[src/rtl/cplx_acc_pkg.sv]
// cplx_acc shared definitions: packed-sample field
// positions, sample width, control states, clamp bounds.
package cplx_acc_pkg;

  localparam int RE_MSB = 31;
  localparam int RE_LSB = 16;
  localparam int IM_MSB = 15;
  localparam int IM_LSB = 0;
  localparam int SMP_W  = 16;

  typedef enum logic [1:0] {
    ACC,
    ACC_PEND,
    STALL
  } ctl_e;

  function automatic longint sat_max(input int w);
    return (longint'(1) << (w - 1)) - 1;
  endfunction

  function automatic longint sat_min(input int w);
    return -(longint'(1) << (w - 1));
  endfunction

endpackage

[src/rtl/cplx_sat_add.sv]
// One accumulator channel: sign-extends a 16-bit sample,
// adds it to acc, clamps to ACC_W bits and flags a clamp.
// Ports: acc/smp in, sum/sat out (combinational).
module cplx_sat_add
  import cplx_acc_pkg::*;
#(
  parameter int ACC_W = 24
) (
  input  logic signed [ACC_W-1:0] acc,
  input  logic signed [SMP_W-1:0] smp,
  output logic signed [ACC_W-1:0] sum,
  output logic                    sat
);

  localparam logic signed [ACC_W:0] MAXV =
    (ACC_W+1)'(sat_max(ACC_W));
  localparam logic signed [ACC_W:0] MINV =
    (ACC_W+1)'(sat_min(ACC_W));

  logic signed [ACC_W:0] wide;

  // One guard bit is enough: |smp| <= 2^15 <= 2^(ACC_W-1).
  always_comb begin
    wide = {acc[ACC_W-1], acc}
         + {{(ACC_W+1-SMP_W){smp[SMP_W-1]}}, smp};
    sum  = wide[ACC_W-1:0];
    sat  = 1'b0;
    priority case (1'b1)
      (wide > MAXV): begin
        sum = MAXV[ACC_W-1:0];
        sat = 1'b1;
      end
      (wide < MINV): begin
        sum = MINV[ACC_W-1:0];
        sat = 1'b1;
      end
      default: ;
    endcase
  end

endmodule

[src/rtl/cplx_acc.sv]
// Frame accumulator for packed complex products: sums LEN
// samples per channel with saturation, one result per frame.
// Ports: clk, rst, clr, in_data/in_valid/in_ready,
// out_re/out_im/out_sat/out_valid/out_ready.
module cplx_acc
  import cplx_acc_pkg::*;
#(
  parameter int LEN   = 16,
  parameter int ACC_W = 24,
  parameter int CNT_W = 16
) (
  input  logic                    clk,
  input  logic                    rst,
  input  logic                    clr,
  input  logic [31:0]             in_data,
  input  logic                    in_valid,
  output logic                    in_ready,
  output logic signed [ACC_W-1:0] out_re,
  output logic signed [ACC_W-1:0] out_im,
  output logic                    out_sat,
  output logic                    out_valid,
  input  logic                    out_ready
);

  localparam logic [CNT_W-1:0] LAST = CNT_W'(LEN - 1);

  logic signed [ACC_W-1:0] acc_re;
  logic signed [ACC_W-1:0] acc_im;
  logic signed [ACC_W-1:0] sum_re;
  logic signed [ACC_W-1:0] sum_im;
  logic                    sat_re;
  logic                    sat_im;
  logic                    sat_q;
  logic [CNT_W-1:0]        cnt;

  ctl_e st_q;
  ctl_e st_d;
  ctl_e mode;

  logic last;
  logic fire;
  logic done;
  logic xfer;

  cplx_sat_add #(.ACC_W(ACC_W)) u_re (
    .acc (acc_re),
    .smp (in_data[RE_MSB:RE_LSB]),
    .sum (sum_re),
    .sat (sat_re)
  );

  cplx_sat_add #(.ACC_W(ACC_W)) u_im (
    .acc (acc_im),
    .smp (in_data[IM_MSB:IM_LSB]),
    .sum (sum_im),
    .sat (sat_im)
  );

  // The register holds ACC or ACC_PEND; STALL is the pending
  // state seen while the frame-closing sample waits on
  // out_ready, so it depends on this cycle's out_ready.
  always_comb begin
    last = (cnt == LAST);
    mode = st_q;
    if (st_q == ACC_PEND && last && !out_ready)
      mode = STALL;
    out_valid = (st_q != ACC);
    in_ready  = !clr && (mode != STALL);
    fire = in_valid && in_ready;
    done = fire && last;
    xfer = out_valid && out_ready;
    st_d = st_q;
    priority case (1'b1)
      done:    st_d = ACC_PEND;
      xfer:    st_d = ACC;
      default: ;
    endcase
  end

  always_ff @(posedge clk) begin
    if (rst) st_q <= ACC;
    else     st_q <= st_d;
  end

  always_ff @(posedge clk) begin
    if (rst) begin
      acc_re  <= '0;
      acc_im  <= '0;
      sat_q   <= 1'b0;
      cnt     <= '0;
      out_re  <= '0;
      out_im  <= '0;
      out_sat <= 1'b0;
    end else if (clr) begin
      acc_re <= '0;
      acc_im <= '0;
      sat_q  <= 1'b0;
      cnt    <= '0;
    end else if (fire) begin
      if (last) begin
        out_re  <= sum_re;
        out_im  <= sum_im;
        out_sat <= sat_q | sat_re | sat_im;
        acc_re  <= '0;
        acc_im  <= '0;
        sat_q   <= 1'b0;
        cnt     <= '0;
      end else begin
        acc_re <= sum_re;
        acc_im <= sum_im;
        sat_q  <= sat_q | sat_re | sat_im;
        cnt    <= cnt + 1'b1;
      end
    end
  end

endmodule

[config.mk]
export PLATFORM = sky130hd
export DESIGN_NAME = cplx_acc
export DESIGN_NICKNAME = d
export VERILOG_FILES = /design/src/rtl/cplx_acc_pkg.sv /design/src/rtl/cplx_sat_add.sv /design/src/rtl/cplx_acc.sv
export SDC_FILE = /design/constraint.sdc
export NUM_CORES = 1
export LEC_CHECK = 0
export ABC_AREA = 1
export CAP_MARGIN = 40
export CORE_ASPECT_RATIO = 1.1
export CORE_MARGIN = 4
export CORE_UTILIZATION = 58
export DETAILED_ROUTE_END_ITERATION = 10
export PLACE_DENSITY = 0.84
export SLEW_MARGIN = 20
export SYNTH_ARGS = -nofsm -noshare
export SYNTH_HDL_FRONTEND = slang
export SYNTH_SLANG_ARGS = --single-unit
[constraint.sdc]
create_clock -name clk -period 3.3 [get_ports clk]
set_input_delay 0.825 -clock clk [delete_from_list [all_inputs] [get_ports clk]]
set_output_delay 0.825 -clock clk [all_outputs]
set_load 0.05 [all_outputs]
==> metrics.md <==
| Metric | Value |
|---|---|
| Type of the most critical hold path | flop to flop |
| Combinational share of power | 0.179 |
| Final hold viol count | 0 |
| Routed vias | 8369 |
| RePlAce Congestion | 0.930 |
| DRT iter0 DRCs | 442 |
| CP peak stage delay | 0.41 ns |
| Buffers on Ports | 87 |
| Clk_skew | 0.00542 ns |
| Die ar. | 15600 sq um |
| Post-CTS sizing | 0 |
| CP Class | primary input to flop |
| Initial Util | 0.596 |
| Clock transition at the registers of the reported paths | 0.05 ns |
| #FFs+latches synth | 115 |
| Sequential area share after synthesis | 0.291 |
| Cell Pwr Density | 396 nW/um^2 |
| Post-synth design cell area | 7910 sq um |
| Mean Syn Cell Area | 6.33 sq um |
| CTS Buf Count | 17 |
| YS warnings | 0 |
| Hold_buf cts | 0 |
| Tmin final | 3.09 ns |
| Period utilization | 0.936 |
| Reg2Reg Depth | 12 |
| Static Leak | 4.90 nW |
| Synth Net Count | 1338 |
| CP max-delay cell | clkdlybuf4s50_1 |
| Internal power | 2.91 mW |
| Status | finished clean |
| Worst ir drop on vdd | 0.000308 V |
| Cells along the critical path | clkdlybuf4s50_1, buf_4, ha_1, a21oi_1, nand2_1, a21oi_1, nand3_1, nand2_1, nand2_2, nand2_2, buf_12, buf_12, nand2_1, o21ai_0, inv_1 |
| Synth cell types | 40 |
| Worst Hold Depth | 2 |
| Row cnt | 44 |
| CTS tree | done |
| Antenna Cells | 0 |
| Switching Share | 0.273 |
| Register-to-register setup slack | 0.60 ns |
| Core area | 13300 sq um |
| Area Overhead vs Synth | 28.0% |
| Detail-routed net length per standard cell | 13.8 um |
| CP required | 3.61 ns |
| MaxCap Viol Count | 0 |
| Setup Buffers After CTS | 0 |
| Seq pwr share | 0.355 |
| RSZ-0062 raised after global routing | false |
| Hold WS | 0.470 ns |
| HPWL Detailed | 15900 um |
| Clock Power Share | 0.466 |
| Synth Instances | 1250 |
| CTS sink count | 115 |
| Worst slew pin tran | 0.595 ns |
| Slew margin rel. | 0.603 |
| Top cells by count, synth | nand2_1, inv_1, a21oi_1 |
| Total track usage | 0.287 |
| Synth top area share | 0.291 |
| First-pass GRT wire length | 36700 um |
| First-pass DRT Iterations | 6 |
| WP data arrival | 3.40 ns |
| Root buf cell | clkbuf_16 |
| I/O pin count | 88 |
| Fin nets | 1485 |
| Top FF cell, synth | dfxtp_1 |
| Post-synth top area cell | dfxtp_1 |
| Synth top area cells | dfxtp_1, nand2_1, inv_1, a21oi_1, ha_1 |
| FILL cells | 1057 |
| Total power | 4.01 mW |
| Sw Pwr | 1.09 mW |
| Share of layout cells above drive strength 1 | 0.101 |
| Largest net degree at the start of global routing | 100 |
| GR Overflow Total | 0 |
| Highest Clock Rate | 324 MHz |
| Most common cell on crit path | nand2_1 |
| Initial antenna violation count | 0 |
| # DRC | 0 |
| Maximum clock path buffer count | 2 |
| WL final | 22000 um |
| Skew-Pair Late Insertion Delay | 0.42 ns |
| FFs w/ async S/R, synth | 0 |
| Via density | 5.25 |
| CTS H-Tree Depth | 4 |
| CP max FO | 15 |
| Critical path endpoint category | flop |
| Number of global-route vias before repair | 8101 |
| Cell with the most instances after synthesis | nand2_1 |
| Final Slew Violations | 0 |
| Die Wd | 119 um |
| Setup-failing EPs final | 0 |
| DIE HEIGHT | 130 um |
| Routed Antenna Nets | 0 |
| Post-synth EDFFs | 0 |
| Startpoint types | primary input |
[layout by cell type, fill, tap and decap left out, types with 17 or more instances in the layout]
cell type | Yosys | routed
a21oi_1 | 145 | 145
o21ai_1 | 20 | 20
nand2_1 | 367 | 367
clkdlybuf4s50_1 | 0 | 85
nand3_1 | 43 | 43
nor2_1 | 80 | 79
xor2_1 | 18 | 18
o21ai_0 | 56 | 56
ha_1 | 49 | 49
nand4_1 | 22 | 22
clkbuf_16 | 0 | 17
dfxtp_1 | 115 | 115
xnor2_1 | 20 | 20
inv_1 | 198 | 197
buf_4 | 3 | 75
[through the flow]
stage	area, sq um	util	instances	setup TNS (ns)	setup WS, ns
after global placement	9520	0.718	1562	-0.776	-0.0858
after global routing	10100	0.763	1594	0	0.0235
after CTS	10100	0.763	1594	0	0.263
after floorplan	7910	-	1250	0	0.550
after detailed placement	9520	0.718	1562	-3.66	-0.144
final	10100	0.763	1594	0	0.210
[logic make-up (layout without fill, tap and decap cells)]
family / Yosys count / after routing / synth area share
buf+inv: 241 / 401 / 0.121
fa+ha+maj: 51 / 51 / 0.0826
xor+xnor: 38 / 38 / 0.0421
compound gates: 251 / 251 / 0.170
simple gates: 554 / 554 / 0.294
flops: 115 / 115 / 0.291
[final timing paths]
kind               start         end
max          in_data[31]  out_re[18]
min           acc_im[16]  acc_im[16]
max reg2reg       cnt[0]  out_re[18]
min reg2reg   acc_im[16]  acc_im[16]
[area by class of cell]
cell class	count	area (sq um)	share of cell area
multi-input combinational	894	4660	0.460
sequential	115	2300	0.227
timing repair buffer	169	1580	0.156
inverter	200	751	0.0742
clock buffer	24	502	0.0496
tap	184	230	0.0227
clock inverter	8	98.8	0.00977
[metal layers]
layer,global-route usage,up-vias,share of wire
met5,0,-,0
met2,0.537,234,0.51
met1,0.328,3806,0.42
li1,-,4286,-
met3,0.0448,43,0.048
met4,0.117,0,0.023
[power groups by stage]
stage | registers (mW) | logic [mW] | clock network [mW]
5_1_grt | 1.42 | 0.788 | 1.94
2_1_floorplan | 1.45 | 0.429 | 0
3_5_place_dp | 1.45 | 0.698 | 0
6_report | 1.42 | 0.716 | 1.87
4_1_cts | 1.42 | 0.709 | 1.87
3_3_place_gp | 1.45 | 0.689 | 0
[sequential cells by signal, indices dropped and copies added, names as in the netlist]
signal and cells:
cnt 16, out_sat 1, st_q 1, acc_im 24, out_im 24, sat_q 1
acc_re 24, out_re 24
[critical path: cells and delay by family]
kind	cells	cell delay (ns)
fa+ha+maj	1	0.36
buf+inv	5	0.91
simple gates	6	0.60
compound gates	3	0.69
No activity file was read; power rests on OpenSTA's default activity.
